--- src/rtl/pc_pkg.sv ---
// rtl/pc_pkg.sv - shared types and helpers for the fetch-address generator
package pc_pkg;

  typedef enum logic [1:0] {
    PC_BOOT,
    PC_RUN,
    PC_HOLD
  } pc_state_e;

  // log2 of the fetch step (1..8 bytes); used to size the alignment check
  function automatic int inst_shift(input int bytes);
    int s;
    s = 0;
    for (int i = 0; i < 4; i++) begin
      if ((1 << i) < bytes) s = i + 1;
    end
    return s;
  endfunction

endpackage

--- src/rtl/pc_next_sel.sv ---
// rtl/pc_next_sel.sv - combinational next-pc / next-state priority selector
module pc_next_sel
  import pc_pkg::*;
#(
  parameter int ADDR_W     = 32,
  parameter int INST_BYTES = 4
) (
  input  pc_state_e         state,
  input  logic [ADDR_W-1:0] pc,
  input  logic [ADDR_W-1:0] pending,
  input  logic              stall_i,
  input  logic              br_valid_i,
  input  logic [ADDR_W-1:0] br_target_i,
  input  logic              flush_i,
  input  logic [ADDR_W-1:0] flush_target_i,
  output pc_state_e         state_d,
  output logic [ADDR_W-1:0] pc_d,
  output logic [ADDR_W-1:0] pending_d
);

  always_comb begin
    state_d   = state;
    pc_d      = pc;
    pending_d = pending;
    if (state == PC_BOOT) begin
      // first fetch happens at the reset vector, so the pc is not advanced here
      state_d = PC_RUN;
    end else if (flush_i) begin
      pc_d      = flush_target_i;
      pending_d = '0;
      state_d   = PC_RUN;
    end else if (stall_i) begin
      if (br_valid_i) begin
        pending_d = br_target_i;
        state_d   = PC_HOLD;
      end
    end else if (br_valid_i) begin
      pc_d      = br_target_i;
      pending_d = '0;
      state_d   = PC_RUN;
    end else if (state == PC_HOLD) begin
      pc_d      = pending;
      pending_d = '0;
      state_d   = PC_RUN;
    end else begin
      pc_d = pc + ADDR_W'(INST_BYTES);
    end
  end

endmodule

--- src/rtl/pc_gen.sv ---
// rtl/pc_gen.sv - fetch PC register with stall, branch buffering and flush; optional PC_ALIGN_CHECK_EN adds misalign_o
module pc_gen
  import pc_pkg::*;
#(
  parameter int          ADDR_W       = 32,
  parameter logic [31:0] RESET_VECTOR = 32'hBFC0_0000,
  parameter int          INST_BYTES   = 4
) (
  input  logic              clk,
  input  logic              rst,
  input  logic              stall_i,
  input  logic              br_valid_i,
  input  logic [ADDR_W-1:0] br_target_i,
  input  logic              flush_i,
  input  logic [ADDR_W-1:0] flush_target_i,
  output logic [ADDR_W-1:0] pc_o,
  output logic              ce_o,
  output logic              redir_pending_o
`ifdef PC_ALIGN_CHECK_EN
  ,
  output logic              misalign_o
`endif
);

  localparam logic [ADDR_W-1:0] RV = ADDR_W'(RESET_VECTOR);

  pc_state_e         state_q, state_d;
  logic [ADDR_W-1:0] pc_q, pc_d;
  logic [ADDR_W-1:0] pending_q, pending_d;

  pc_next_sel #(
    .ADDR_W    (ADDR_W),
    .INST_BYTES(INST_BYTES)
  ) u_next_sel (
    .state         (state_q),
    .pc            (pc_q),
    .pending       (pending_q),
    .stall_i       (stall_i),
    .br_valid_i    (br_valid_i),
    .br_target_i   (br_target_i),
    .flush_i       (flush_i),
    .flush_target_i(flush_target_i),
    .state_d       (state_d),
    .pc_d          (pc_d),
    .pending_d     (pending_d)
  );

  always_ff @(posedge clk) begin
    if (rst) begin
      state_q   <= PC_BOOT;
      pc_q      <= RV;
      pending_q <= '0;
    end else begin
      state_q   <= state_d;
      pc_q      <= pc_d;
      pending_q <= pending_d;
    end
  end

  assign pc_o            = pc_q;
  assign ce_o            = (state_q != PC_BOOT);
  assign redir_pending_o = (state_q == PC_HOLD);

`ifdef PC_ALIGN_CHECK_EN
  localparam int                ALIGN_BITS = inst_shift(INST_BYTES);
  localparam logic [ADDR_W-1:0] ALIGN_MASK = ADDR_W'((1 << ALIGN_BITS) - 1);

  // flag is computed from the next pc so it lines up with pc_o
  always_ff @(posedge clk) begin
    if (rst) misalign_o <= 1'b0;
    else     misalign_o <= |(pc_d & ALIGN_MASK);
  end
`endif

endmodule

--- config.mk ---
export PLATFORM = sky130hd
export DESIGN_NAME = pc_gen
export DESIGN_NICKNAME = d
export VERILOG_FILES = /design/src/rtl/pc_pkg.sv /design/src/rtl/pc_next_sel.sv /design/src/rtl/pc_gen.sv
export SDC_FILE = /design/constraint.sdc
export NUM_CORES = 1
export LEC_CHECK = 0
export BUFFER_PORTS_ARGS = -buffer_cell sky130_fd_sc_hd__buf_2
export CAP_MARGIN = 20
export CORE_MARGIN = 2
export CORE_UTILIZATION = 58
export DETAILED_ROUTE_END_ITERATION = 6
export GPL_TIMING_DRIVEN = 0
export HOLD_SLACK_MARGIN = 0.08
export PLACE_DENSITY_LB_ADDON = 0.05
export SLEW_MARGIN = 20
export SYNTH_ARGS = -nofsm -noshare
export SYNTH_HDL_FRONTEND = slang
export SYNTH_SLANG_ARGS = --single-unit
export TNS_END_PERCENT = 10
--- constraint.sdc ---
create_clock -name clk -period 2.55 [get_ports clk]
set_input_delay 0.255 -clock clk [delete_from_list [all_inputs] [get_ports clk]]
set_output_delay 0.255 -clock clk [all_outputs]
set_load 0.005 [all_outputs]
* Yosys cells after proc, flatten, opt, wreduce, memory -nomap -nowiden
Cells that the tools add are included.
** Operators by class
- Add/sub/neg operators :: 1
- Equal/unequal tests :: 5
- Multiplexer cells :: 15
- Bitwise operators :: 1
- Reduce and logical (&&, ||, !) cells :: 10
** Operators by type and width (number)
- 32-bit two-way mux :: 9
- 32-bit by 3-bit adder with 32-bit output, second input constant :: 1
- 2-bit two-way mux :: 4
- 2-bit AND reduction :: 3
- 2-bit by 1-bit inequality test with 1-bit output, second input constant :: 2
- 4-bit by 1-bit inequality test with 1-bit output, second input constant :: 1
- 2-bit nonzero test :: 2
- 4-bit nonzero test :: 1
- 3-bit by 1-bit inequality test with 1-bit output, second input constant :: 1
- 3-bit AND reduction :: 1
- 3-bit nonzero test :: 1
- 3-bit OR reduction :: 1
- 2-bit == test, second input constant :: 1
- 2-bit zero test :: 1
- 1-bit two-way mux :: 2
- 1-bit inverter :: 1
** Storage, ports and cells
- Register bits after elaboration :: 66
- Word-level logic and storage cells :: 36

* Depth between registers and ports, before layout
- Depth in word-level cells :: 6
- Depth in mapped cells :: 8
- Gate-level depth less buffers :: 6

* Hierarchy
From an unflattened synthesis, not the netlist that was laid out.
** Unflattened totals
- Cell total of the unflattened synthesis :: 533
- Area total of the unflattened synthesis :: 4212.8 um^2
** Modules (own cells, without submodules)
- pc_next_sel :: instances 1, cells an instance 392, area an instance 2418.6 um^2, seq. area each 0.0 um^2
- pc_gen :: instances 1, cells an instance 141, area an instance 1794.2 um^2, seq. area each 1321.3 um^2

* Worst setup path after synthesis
OpenSTA, ideal clock, no wires.
- Path type :: reg-to-reg
- From :: register pc_q[4] (netlist: pc_o[4])
- To :: register pc_q[16] (netlist: pc_o[16])
- Setup time :: 0.088 ns
- Data arrival time :: 1.661 ns
- Path slack :: 0.801 ns
- Stages on the path, launching flop included :: 8
- Path buffers :: 2
- Path through :: dfxtp_1 buf_6 and4_1 buf_4 nand4_4 or3_1 a31o_1 a311oi_2
** On the way
- Cells in the longest elaborated chain, start to end :: 5
** Ends and longest elaborated chain
- start, declared :: line pc_gen.sv:28 : logic [ADDR_W-1:0] pc_q, pc_d;
- start signal, assigned :: line pc_gen.sv:55 : pc_q <= pc_d;
- 32-bit by 3-bit adder with 32-bit output :: line pc_next_sel.sv:46 : pc_d = pc + ADDR_W'(INST_BYTES);
- 32-bit two-way mux :: line pc_next_sel.sv:41 : end else if (state == PC_HOLD) begin
- 32-bit two-way mux :: line pc_next_sel.sv:37 : end else if (br_valid_i) begin
- 32-bit two-way mux :: line pc_next_sel.sv:32 : end else if (stall_i) begin
- 32-bit two-way mux :: line pc_next_sel.sv:28 : end else if (flush_i) begin
No other way between the ends. The select of a mux whose other input is x is not followed.
A chain may end at the register's enable or synchronous reset.

* Final worst setup path
- From :: register state_q[0]
- To :: register pc_q[17] (netlist: pc_o[17])
** On the way
- Cells in the longest elaborated chain, start to end :: 5
- Elaborated cells between the ends (all ways) :: 8
- Those cells by class :: eq/ne: 1; mux: 4; bitwise: 1; reduce/logical: 2
** Ends and longest elaborated chain
- start, declared :: line pc_gen.sv:27 : pc_state_e state_q, state_d;
- start signal, assigned :: line pc_gen.sv:54 : state_q <= state_d;
- 2-bit == test :: line pc_next_sel.sv:41
- 32-bit two-way mux :: line pc_next_sel.sv:41
- 32-bit two-way mux :: line pc_next_sel.sv:37
- 32-bit two-way mux :: line pc_next_sel.sv:32
- 32-bit two-way mux :: line pc_next_sel.sv:28
Parallel ways exist; a longest one is shown, timed or not. The select of a mux whose other input is x is not followed.

==> run summary <==
The total power came out at 2.74 mW. The run finished with clean final reports. Setup repair after global routing left no endpoint under its margin. The final-report max-slew violation count came to 0. The delay of the slowest critical-path stage is 0.63 ns. By instance count, the cell type seen most on the critical path is sky130_fd_sc_hd__buf_2. The floorplan step defined a die boundary enclosing 7490 sq um. The number of inserted diodes is 0. The net count of the mapped netlist is 591. The worst hold path belongs to the class primary input to register.

The tool flagged a number of max-cap violations equal to 0. The fraction of the core area covered by cells at the end of the flow came out at 71.8%. STA puts the critical path data arrival time at 2.66 ns. Derived from the worst setup path, the maximum achievable clock frequency is 0.420 GHz.

The worst IR drop on VDD is 0.393 mV. Wire segments on met3 add up to 2070 um in the final route. The overall routed net length came out at 14600 um. Summed over all instances, the cell type with the most area after synthesis is sky130_fd_sc_hd__dfxtp_1.

The count of endpoints failing setup in the final report is 0. The number of global-route vias before repair is 4390. In this run the tightest slew margin relative to its limit is 39.2%. Relative to the synthesized area, the layout overhead comes to 21.4%. After detailed routing, the number of vias per cell comes to 6.72.

The die span in x came out at 86.6 um. The number of hold buffers added after CTS was 0. The clock arrives with 0.00712 ns of skew.

The placeable core region is 6680 sq um. The row count came out at 30. The net count of the finished layout is 703. TritonCTS built the clock tree. For this design the top-level I/O count stands at 103. The number of DRC violations after detailed routing is 0.

The first-pass GRT wire length came out at 22300 um. The number of setup buffers added after CTS is 0. Clock latency on the worst-skew pair, taken at its later pin, is 0.36 ns. Once the floorplan was initialized, standard cells occupied 59.2% of the core. The area of the mapped netlist is 3950 sq um. In the final timing run, aggregate negative setup slack is 0 ns. The placer congestion estimate is 0.945. The H-tree depth reported by CTS came out at 3. The number of clock buffers added by TritonCTS is 9. Among all stages on the critical path, the largest delay is contributed by sky130_fd_sc_hd__nor2_1.

CTS placed an instance of sky130_fd_sc_hd__clkbuf_8 at the clock tree root. Cells with a size suffix above 1 make up 21.9% of the layout. The number of hold violations in the final report is 0. The final worst-path cycle share is 93.5%. The half-perimeter wire length after detailed placement is 10400 um.

The total vias in the final route is 4825. Gates resized during post-CTS repair numbered 0. The global-route usage over all layers came out at 39.2%. The count of unique library cells instantiated by Yosys came out at 60. After synthesis, flip-flops and latches occupy 33.4% of the total area. In this run, the number of DRC markers left after iteration 0 of detailed routing was 746. The measured slew at the worst slew-check pin came out at 0.888 ns. The number of warning messages in the yosys log is 0.

The async set-reset flop share out of synthesis is 0%. The synthesis-stage register bit count came out at 66. The register clock-pin slew on the reported worst setup and hold paths came out at 0.08 ns.

Subtracting the final worst setup slack from the clock period gives 2.38 ns. The number of synthesized flops with an enable pin came out at 0. The average instance area after synthesis is 7.59 sq um.

The sum of met2 wire segment lengths after detailed routing came out at 6270 um. Along the worst path, the maximum fanout reaches 10. Signal routing reaches up to met4. The number of clock sinks is 66. For this run, the leading register cell type out of synthesis is sky130_fd_sc_hd__dfxtp_1. The leakage power total is 1.94 nW.

The average routed wire per standard cell came out at 20.3 um. The first-pass detailed-route iteration total came out at 6. The maximum count of clock buffers along a single path came out at 2. The initial antenna violation count is 0. The endpoint class of the critical path is a register.

The total congestion overflow is 0. The floorplan step set the die height to 86.6 um. The critical path in this run is classified as register to register. Entering global routing, the biggest net connects 13 pins. The total of buffers placed on input and output ports came out at 101.

The portion of synthesized cell area occupied by the leading cell type is 33.4%. The total power density per cell area came out at 571 nW/um^2. Traced cell by cell, the critical path runs through nand2b_1 > buf_2 > inv_1 > nor2_1 > buf_2 > o21ai_0 > a31oi_1. The required arrival time at the worst endpoint is 2.83 ns. The wire length the detailed router placed on met1 is 5680 um. The element type at the critical path start is a register. The number of cells produced by synthesis came out at 521. In the post-synthesis netlist, the biggest area contributors are sky130_fd_sc_hd__dfxtp_1 33%, sky130_fd_sc_hd__a22oi_1 6.5%, sky130_fd_sc_hd__nor2_1 6.3%, sky130_fd_sc_hd__nand2_1 4.6%, sky130_fd_sc_hd__a21oi_1 4.4%. In this run the remaining antenna-violating nets after routing total 0.
-- cell usage after synthesis, drive strengths merged (4+ instances only) --
cell type,n
nor2,67
and3,16
clkbuf,26
mux2i,6
xor2,4
nor3,16
o22ai,5
xnor2,6
buf,17
a31oi,11
o32ai,4
or3,7
nand2,48
nand4,10
nor4,12
nand3,17
a221o,4
nor4b,5
inv,7
a221oi,6
a21oi,35
a22oi,34
o21ai,28
and2,4
dfxtp,66
nand2b,13
and4,4
-- worst max-delay path, delay by kind of cell, from the launching register on --
kind                   cells  cell delay, ns
AOI/OAI and AO/OA          2            0.33
buffers and inverters      3            0.72
DFF                        1            0.47
and+or+nand+nor            2            0.77
-- logic make-up after synthesis --
logic type	after synthesis	synth area share (%)
muxes	8	2.09
and+or+nand+nor	223	28.4
xor gates and xnor gates	10	2.22
AOI/OAI and AO/OA	161	27.8
adders and majority gates	1	0.317
buffers and inverters	52	5.76
DFF	66	33.4
-- metrics by stage --
step	instance area [sq um]	setup slack (ns)	hold WS, ns	std cells
2_1_floorplan	3950	0.801	0.413	521
3_3_place_gp	4560	0.368	0.471	702
3_5_place_dp	4560	0.317	0.477	702
4_1_cts	4800	0.260	0.165	718
5_1_grt	4800	0.0634	0.176	718
6_report	4800	0.167	0.163	718
-- power breakdown --
part	total (mW)	internal, mW	switching (mW)
Combinational	0.488	0.191	0.297
Clock	1.11	0.650	0.459
Sequential	1.14	1.08	0.0660
-- placed cells by master, fill, tap and decap left out, drive strengths merged, types with 3 or more instances in the layout --
cell type,Yosys,layout
mux2i,6,6
and3,16,16
o21a,3,3
nor4b,5,5
nor4,12,12
o21ai,28,28
and2,4,4
a21oi,35,35
o31a,3,3
and4,4,4
nor2,67,67
o2bb2ai,3,3
a221o,4,4
nand2,48,48
nand4,10,10
clkbuf,26,35
a22oi,34,34
o32ai,4,4
nand3,17,17
bufinv,0,3
a221oi,6,6
nand2b,13,13
inv,7,8
o211ai,3,3
dfxtp,66,66
a211oi,3,3
clkinv,2,4
xnor2,6,6
buf,17,118
o22ai,5,5
nor3,16,16
or3,7,7
a31o,3,3
xor2,4,4
a31oi,11,11
-- worst paths after layout --
check | start | to | slack, ns | depth (start not counted)
setup / recovery | state_q[0]$_SDFFE_PP0P_ | pc_o[17]$_SDFFE_PP0P_ | 0.17 | 7
hold / removal | br_target_i[7] | pending_q[7]$_SDFFE_PP0P_ | 0.16 | 3
setup reg to reg | state_q[0]$_SDFFE_PP0P_ | pc_o[17]$_SDFFE_PP0P_ | 0.17 | 7
hold reg to reg | pending_q[7]$_SDFFE_PP0P_ | pending_q[7]$_SDFFE_PP0P_ | 0.49 | 2
-- area by class of cell --
| type | count | area (sq um) |
|---|---|---|
| inverters | 9 | 33.8 |
| repair buffers | 101 | 505 |
| multi-input cells | 403 | 2400 |
| clock buffers | 9 | 124 |
| well taps | 80 | 100 |
| clock inverters | 7 | 116 |
| fillers | 545 | 1880 |
| plain buffers | 43 | 194 |
| flip-flops and latches | 66 | 1320 |
-- state kept, by name, indices dropped and copies added, names as in the netlist --
name and flops:
pc_o 32, pending_q 32, state_q 2
-- routing by layer --
| metal | GRT usage, % | up-vias |
|---|---|---|
| li1 | - | 2169 |
| met1 | 53.7 | 2180 |
| met2 | 58.4 | 410 |
| met3 | 9.90 | 66 |
| met4 | 17.2 | 0 |
| met5 | 0 | - |
(Power assumes the default switching activity.)
